File: src/rtl/instruction_fetch_queue.sv
// Fetch stage: reads opcode/operand pairs from a dual-port blockram and queues
// them with their PC for the out-of-order core; halts on process end, restarts on redirect.
module instruction_fetch_queue #(
    parameter int          DEPTH      = 8,
    parameter logic [15:0] START_PC   = 16'd50,
    parameter logic [7:0]  END_OPCODE = 8'h18
) (
    input  logic                       clk,
    input  logic                       rst,
    output logic [15:0]                read_address,
    input  logic [15:0]                read_value,
    output logic [15:0]                read_address2,
    input  logic [15:0]                read_value2,
    input  logic                       redirect_valid,
    input  logic [15:0]                redirect_pc,
    output logic                       out_valid,
    input  logic                       out_ready,
    output logic [15:0]                out_pc,
    output logic [15:0]                out_opcode,
    output logic [15:0]                out_operand,
    output logic [$clog2(DEPTH):0]     count,
    output logic                       halted
);

    localparam int PW = $clog2(DEPTH);
    localparam int CW = PW + 1;

    localparam logic [0:0] S_FETCH = 1'b0;
    localparam logic [0:0] S_HALT  = 1'b1;

    logic [15:0]   r_pc;
    logic [0:0]    r_state;
    logic [PW-1:0] r_wr_ptr;
    logic [PW-1:0] r_rd_ptr;
    logic [CW-1:0] r_count;
    logic [15:0]   r_mem_pc      [DEPTH];
    logic [15:0]   r_mem_opcode  [DEPTH];
    logic [15:0]   r_mem_operand [DEPTH];

    logic w_push;
    logic w_pop;
    logic w_is_end;

    // Push decision uses only the registered count, so a same-cycle pop never frees a slot.
    assign w_push   = (r_state == S_FETCH) && (r_count < CW'(DEPTH)) && !redirect_valid;
    assign w_pop    = out_valid && out_ready && !redirect_valid;
    assign w_is_end = (read_value[15:8] == END_OPCODE);

    always_ff @(posedge clk) begin
        if (rst) begin
            r_pc     <= START_PC;
            r_state  <= S_FETCH;
            r_wr_ptr <= '0;
            r_rd_ptr <= '0;
            r_count  <= '0;
            for (int i = 0; i < DEPTH; i++) begin
                r_mem_pc[i]      <= '0;
                r_mem_opcode[i]  <= '0;
                r_mem_operand[i] <= '0;
            end
        end else if (redirect_valid) begin
            // Queued entries are abandoned in place; only the pointers and count reset.
            r_pc     <= redirect_pc;
            r_state  <= S_FETCH;
            r_wr_ptr <= '0;
            r_rd_ptr <= '0;
            r_count  <= '0;
        end else begin
            if (w_push) begin
                r_mem_pc[r_wr_ptr]      <= r_pc;
                r_mem_opcode[r_wr_ptr]  <= read_value;
                r_mem_operand[r_wr_ptr] <= read_value2;
                r_wr_ptr                <= r_wr_ptr + PW'(1);
                r_pc                    <= r_pc + 16'd2;
                if (w_is_end) begin
                    r_state <= S_HALT;
                end
            end
            if (w_pop) begin
                r_rd_ptr <= r_rd_ptr + PW'(1);
            end
            r_count <= r_count + CW'(w_push) - CW'(w_pop);
        end
    end

    assign read_address  = r_pc;
    assign read_address2 = r_pc + 16'd1;
    assign out_valid     = (r_count != '0);
    assign out_pc        = r_mem_pc[r_rd_ptr];
    assign out_opcode    = r_mem_opcode[r_rd_ptr];
    assign out_operand   = r_mem_operand[r_rd_ptr];
    assign count         = r_count;
    assign halted        = (r_state == S_HALT);

endmodule

File: config.mk
export PLATFORM = sky130hd
export DESIGN_NAME = instruction_fetch_queue
export DESIGN_NICKNAME = d
export VERILOG_FILES = /design/src/rtl/instruction_fetch_queue.sv
export SDC_FILE = /design/constraint.sdc
export NUM_CORES = 1
export LEC_CHECK = 0
export ABC_AREA = 1
export CORE_UTILIZATION = 30
export CTS_BUF_LIST = sky130_fd_sc_hd__clkbuf_4
export DETAILED_ROUTE_END_ITERATION = 12
export PLACE_DENSITY = 0.44
export SLEW_MARGIN = 20
export SYNTH_ARGS = -nofsm -noshare
export SYNTH_HDL_FRONTEND = slang
export SYNTH_SLANG_ARGS = --single-unit
export TNS_END_PERCENT = 30
File: constraint.sdc
create_clock -name clk -period 3.95 [get_ports clk]
set_clock_uncertainty 0.1 [all_clocks]
set_input_delay 0.395 -clock clk [delete_from_list [all_inputs] [get_ports clk]]
set_output_delay 0.395 -clock clk [all_outputs]
set_load 0.02 [all_outputs]
== Yosys cells after proc, flatten, opt, wreduce, memory -nomap -nowiden ==
Memories as Yosys holds them, arrays and structs flattened. A register that Yosys moved wholly into a read port is not among the register bits.
Cells that the tools add are included.
Storage, ports and cells
  RAM bits: 384
  memories: 3
  input bits: 52
  logic and storage cells: 52
  register bits after elaboration: 27
  output and inout port bits: 86
Cells by class
  multiplexer cells: 23
  $lt $le $gt $ge: 1
  $add $sub $neg: 6
  equal/unequal tests: 1
  reductions and logical operators: 12
  bitwise gates (word level): 1
Memories
  r_mem_opcode: depth 8, bits a word 16, read ports 1, clocked after Yosys merged registers in 1, wr ports 8, line 37  | logic [15:0] r_mem_opcode [DEPTH];
  r_mem_operand: depth 8, bits a word 16, read ports 1, clocked after Yosys merged registers in 1, wr ports 8, line 38  | logic [15:0] r_mem_operand [DEPTH];
  r_mem_pc: depth 8, bits a word 16, read ports 1, clocked after Yosys merged registers in 1, wr ports 8, line 36  | logic [15:0] r_mem_pc [DEPTH];
Operator list (count)
  16-bit 2-to-1 mux: 5
  16-bit OR reduction: 3
  3-bit 2-to-1 mux: 9
  16-bit by 1-bit adder with 16-bit output (second input constant): 1
  16-bit by 2-bit adder with 16-bit output (second input constant): 1
  1-bit 2-to-1 mux: 9
  8-bit by 5-bit equality test with 1-bit output (second input constant): 1
  3-bit by 1-bit adder with 3-bit output (second input constant): 2
  4-bit by 1-bit adder with 4-bit output: 1
  1-bit logical AND: 4
  4-bit < comparator (second input constant): 1
  4-bit nonzero test: 1
  4-bit by 1-bit subtractor with 4-bit output: 1
  2-bit AND reduction: 1
  2-bit nonzero test: 1
  2-bit OR reduction: 1
  1-bit logical NOT: 1
  1-bit NOT: 1

== Logic depth before layout (Yosys ltp) ==
  depth after elaboration: 9
  mapped depth: 12
  gate-level depth less buffers: 12

== Worst setup path after synthesis ==
No wires, ideal clock.
  kind: input to register
  start: input redirect_valid
  end: memory r_mem_opcode[0][0] (enable)
  cell stages on the path: 10
  arrival: 2.350 ns
  buffers on the path: 3
  path slack: 1.094 ns
  setup time: 0.407 ns
  data required time: 3.443 ns
  cells stage by stage: buf_6 > inv_2 > nand2_4 > nor2_2 > inv_2 > nor2_4 > nand2_2 > buf_6 > buf_6 > nand2_1
RTL lines
  from (decl): line 14  | input logic redirect_valid,
  to (decl): line 37

==> results.json <==
{
  "track_usage_pct": 18.1,
  "synth-seq-cells": 414,
  "grt_pass1_wl_um": 86000,
  "final_util_pct": 36.8,
  "syn_nets": 1854,
  "die_y_um": 251,
  "routed.top_layer": "met4",
  "cp-start-kind": "flip-flop",
  "nNetsFinal": 2031,
  "vdd_drop_max_mv": 0.190,
  "worstHoldStart": "redirect_pc[11]",
  "ys_seq_area_share_pct": 65.5,
  "post_drt_wl_per_cell_um": 19.9,
  "ctsLongestPathBuffers": 3,
  "ys_warn_count": 0,
  "holdPathStages": 5,
  "period_needed_ns": 3.66,
  "max_cap_violations": 0,
  "p_per_area_nw_per_um2": 441,
  "wl_met1_um": 25600,
  "clkTransAtPathRegs_ns": 0.07,
  "totalWireLength_um": 56500,
  "worstMarginPinSlew_ns": 0.861,
  "synthCells": 1793,
  "slowest_stage": "clkdlybuf4s50_1",
  "crit_arrival_ns": 3.17,
  "worst_setup_path_end_kind": "output pin",
  "grt_max_degree": 81,
  "final_layout_size_suffix_gt1_share_pct": 12.3,
  "hp-class": "in -> reg",
  "worstPathMaxFanout": 80,
  "htreeDepth": 3,
  "dr_wl_met2_um": 26700,
  "synth.distinct_cells": 31,
  "syn_area_um2": 18500,
  "finalSetupTns_ns": 0,
  "status": "completed",
  "cts_buffers": 115,
  "slew_headroom_pct": 42.6,
  "die-area_um2": 62800,
  "crit_chain": "buf_12 > nor2_1 > o32ai_1 > nand2_1 > nand2_1 > clkdlybuf4s50_1",
  "hold_viol": 0,
  "dieWidth_um": 251,
  "worstReg2RegEnd": "r_mem_operand[3][14]",
  "crit-reg2reg-launch": "halted",
  "vias": 13900,
  "core_um2": 60700,
  "timing.final.crit_share_pct": 92.7,
  "power_leakage_nw": 8.52,
  "r2r_cells": 6,
  "viasPerCell": 4.89,
  "maxClockFrequency_mhz": 273,
  "dp_hpwl_um": 30800,
  "cts.sinks": 414,
  "min_to": "read_address[11]",
  "io_buffers": 137,
  "crit_path_frequent_cell": "nand2_1",
  "worstSetupPathType": "reg -> out",
  "area_delta_synth_final_pct": 20.5,
  "drt-initial-drc-count": 832,
  "worstSkewPairLatency_ns": 0.88,
  "layout_common_cells": "nor2_1, edfxtp_1, nand2_1",
  "cpPeakStageDelay_ns": 0.62,
  "drc": 0,
  "postSynthAreaPerCell_um2": 10.3,
  "start_util_pct": 30.5,
  "final_common_cell": "nor2_1",
  "grt_pass1_vias": 14300,
  "num_rows": 90,
  "slew_viol_final": 0,
  "antenna_found_initial": 1,
  "wl_met3_um": 2950,
  "grt_overflow": 0,
  "rsz0062_at_grt": "no",
  "first_pass_iters": 5,
  "postRouteAntennaNets": 0,
  "ios": 138,
  "r2r_setup_slack_ns": 1.59,
  "setup_viol": 0,
  "cts_tree": "built",
  "cts-root-buf": "clkbuf_4",
  "crit_required_ns": 3.45,
  "gp_congestion": 0.773
}
## Yosys cell counts (all sizes together)
library cell	instances	area, um^2
clkbuf	76	285
o211ai	2	15.0
nand3	22	110
xor2	12	105
dfxtp	30	601
fa	1	20.0
o21ai	122	611
a31oi	2	12.5
nor3	3	15.0
nor2	608	2300
clkinv	7	26.3
nand2	219	840
o22ai	49	307
nand4	5	31.3
ha	8	100
mux2i	48	480
buf	49	314
o32ai	48	420
o221ai	1	8.76
a21oi	23	115
edfxtp	384	11500
inv	72	270
nor4	2	12.5
## repair_timing
action / in CTS / in global routing
resized for setup: 0 / 1
hold buffers: 7 / 0
setup buffers: 0 / 1
setup endpoints to repair: 0 / 19
endpoints found under the hold margin: 7 / 0
## power breakdown
group | internal, mW | switching, mW
registers | 4.97 | 0.0729
clock network | 2.05 | 1.82
logic | 0.335 | 0.594
## metal layers
metal  GRT usage [%]  up-vias
met1            23.4     6837
met2            30.0      367
met4            6.64        0
met5               0        -
li1                -     6573
met3            3.50       88
## critical path, delay by kind of cell (launching register included)
| kind | cells | cell delay [ns] |
|---|---|---|
| AOI/OAI and AO/OA | 1 | 0.30 |
| buffers and inverters | 2 | 1.00 |
| DFF | 1 | 0.57 |
| and+or+nand+nor | 3 | 0.34 |
## flip-flops by register name, summed over array words and instances (netlist names), named ones only
name / flops
r_mem_pc: 128
r_rd_ptr: 3
r_mem_opcode: 128
count: 4
halted: 1
r_wr_ptr: 3
r_mem_operand: 128
read_address: 16
## metrics by stage
| step | setup slack [ns] | cells | power [mW] | hold slack (ns) | area [um^2] |
|---|---|---|---|---|---|
| global placement | 1.04 | 2627 | 6.06 | 0.352 | 20800 |
| floorplan | 1.09 | 1793 | 5.61 | 0.347 | 18500 |
| CTS | 0.0177 | 2833 | 10.0 | 0.00546 | 22300 |
| global route | 0.00687 | 2836 | 10.3 | 0.129 | 22300 |
| finish | 0.287 | 2836 | 9.84 | 0.104 | 22300 |
| detailed placement | 1.03 | 2627 | 6.07 | 0.360 | 20800 |
## area by class of cell
class                   instances  area [um^2]
diodes                          2         5.00
repair buffers                185         1930
clock buffers                 174         1310
multi-input cells            1175         5530
inverters                      79          299
well taps                     782          978
fillers                      6095        38400
clock inverters                25          135
flip-flops and latches        414        12100
## cell families (layout without fill, tap and decap cells)
| logic type | Yosys count | count (layout) | share of synthesized area (%) |
|---|---|---|---|
| other cells | 0 | 2 | 0 |
| fa+ha+maj | 9 | 9 | 0.648 |
| mux | 48 | 48 | 2.59 |
| flops | 414 | 414 | 65.5 |
| simple gates | 859 | 859 | 17.9 |
| buf+inv | 204 | 463 | 4.83 |
| compound gates | 247 | 247 | 8.04 |
| xor+xnor | 12 | 12 | 0.567 |
## worst max-delay path by stage
stage                          from                 end  slack, ns  cells past startpoint
floorplan            redirect_valid  r_mem_opcode[0][0]       1.09                     10
global placement     redirect_valid            count[2]       1.04                     12
detailed placement  read_address[0]   read_address2[12]       1.03                      6
CTS                       flip-flop       out_opcode[3]       0.02                      6
global route              flip-flop      out_operand[5]      0.007                      6
finish                    flip-flop           out_pc[0]       0.29                      6
(Power assumes the default switching activity.)
==> RTL edit, RTL diff (config.mk and constraints unchanged) <==
The parameter `DEPTH` goes from 8 to 4.
--- a/src/rtl/instruction_fetch_queue.sv
+++ b/src/rtl/instruction_fetch_queue.sv
@@ -1,7 +1,7 @@
 // Fetch stage: reads opcode/operand pairs from a dual-port blockram and queues
 // them with their PC for the out-of-order core; halts on process end, restarts on redirect.
 module instruction_fetch_queue #(
-    parameter int          DEPTH      = 8,
+    parameter int          DEPTH      = 4,
     parameter logic [15:0] START_PC   = 16'd50,
     parameter logic [7:0]  END_OPCODE = 8'h18
 ) (
Ports: changed (resized count); port bits go from 138 to 137. The function was not compared with the original's and may differ.
==> RTL edit against the original RTL <==
- power down 46%
- sequential cell count is 196 lower
- non-clock buffer count decreased by 31
- routed wire length is 50% lower
- sequential power fell by 46%
- global-route usage decreased by 0.95 points
- register-to-register slack got worse by 0.19 ns
- via count fell by 45%
- area after synthesis shrank 47%
- final area shrank 44%
- worst setup slack improved by 0.058 ns
- die area shrank 47%
- largest cell class unchanged
==> RTL edit: results (changes against the original RTL) <==
routing:
  viasPerCell: 4.65  # was 4.89
  dr.first_iter.drc_count: 458  # was 832
  wl_um: 28300  # was 56500 um
layout:
  fill_cells: 3323  # was 6095
  largestRegisters: "r_mem_opcode x64, r_mem_operand x64, r_mem_pc x64"  # was r_mem_opcode x128, r_mem_operand x128, r_mem_pc x128
power_and_ir_drop:
  ir_worst_vdd_v: 0.000184  # was 0.000190 V
  leakage_nw: 4.75  # was 8.52 nW
  comb_power_share_pct: 12.4  # was 9.4%
  intPower_mw: 3.93  # was 7.35 mW
  seqPwrFrac_pct: 50.4  # was 51.2%
clock_tree:
  cts-buffers-inserted: 60  # was 115
  htree_levels: 2  # was 3
critical_path:
  r2r_start: "count[2]"  # was halted
  crit_path_end: "read_address2[12]"  # was out_pc[0]
  r2r_slack_ns: 1.40  # was 1.59 ns
  crit_arrival_ns: 3.11  # was 3.17 ns
min_path:
  hold_end: "read_address[3]"  # was read_address[11]
  hp-start: "redirect_pc[3]"  # was redirect_pc[11]
placed_design:
  dp_hpwl_um: 15900  # was 30800 um
  gp_congestion: 0.784  # was 0.773
  preCtsSetupSlack_ns: 0.994  # was 1.03 ns
  portBuffers: 136  # was 137
global_route:
  grt_pass1_vias: 7726  # was 14300
  grt_first_pass_wirelength_um: 43600  # was 86000 um
run_status:
  outcome: "finished, final reports clean"  # unchanged
logic_synthesis:
  synth_common_cells: "274 x nor2_1, 192 x edfxtp_1, 119 x o21ai_0"  # was 603 x nor2_1, 384 x edfxtp_1, 214 x nand2_1
  ys_seq_area_share_pct: 64.1  # was 65.5%
  synth.area.top_cells: "edfxtp_1 59%, nor2_1 10%, o21ai_0 6.1%"  # was edfxtp_1 62%, nor2_1 12%, nand2_1 4.3%
timing:
  period_needed_ns: 3.60  # was 3.66 ns
  tightest_slew_ns: 1.11  # was 0.861 ns
RTL edit: changes by cell type in the layout (fill, tap and decap cells not counted), sizes merged, moves of 48 or more:
| cell | delta |
|---|---|
| nand2 | -156 |
| nor2 | -321 |
| mux2i | -48 |
| clkbuf | -85 |
| edfxtp | -192 |
| o32ai | -48 |
RTL edit: cell type report:
| class | instances | share of cell area [%] |
|---|---|---|
| diodes | 1 | 0.0201 |
| repair buffers | 154 | 12.7 |
| clock inverters | 23 | 0.752 |
| clock buffers | 89 | 5.35 |
| multi-input cells | 612 | 23.5 |
| well taps | 435 | 4.36 |
| flip-flops and latches | 218 | 50.4 |
| inverters | 95 | 2.88 |
RTL edit: per-stage QoR:
stage	TNS [ns]	instances	hold slack, ns	util (%)
2_1_floorplan	-45.72	984	0.336	-
3_3_place_gp	0	1514	0.379	36.8
3_5_place_dp	0	1514	0.369	36.8
4_1_cts	0	1626	0.164	39.1
5_1_grt	0	1627	0.195	39.1
6_report	0	1627	0.223	39.1
RTL edit: layer usage:
metal,vias to the layer above,global-route usage [%],part of all wire [%]
met5,-,0,0
met4,0,4.93,1.7
met3,41,3.71,6.0
met2,219,27.7,46
met1,3609,23.2,47
li1,3704,-,-
RTL edit: worst max-delay path: cells and delay by family (launching register included):
kind	cells	cell delay, ns
buffers and inverters	1	0.63
DFF	1	0.62
xor gates and xnor gates	1	0.17
and+or+nand+nor	4	0.75
adders and majority gates	1	0.27
RTL edit: logic make-up after synthesis:
family | count (synthesis) | share of synthesized area [%]
AND/OR/NAND/NOR | 406 | 17.4
flip-flops | 218 | 64.1
AO/OA/AOI/OAI | 190 | 10.5
buffers and inverters | 154 | 6.28
XOR/XNOR | 11 | 0.983
adder cells (fa/ha/maj) | 5 | 0.715
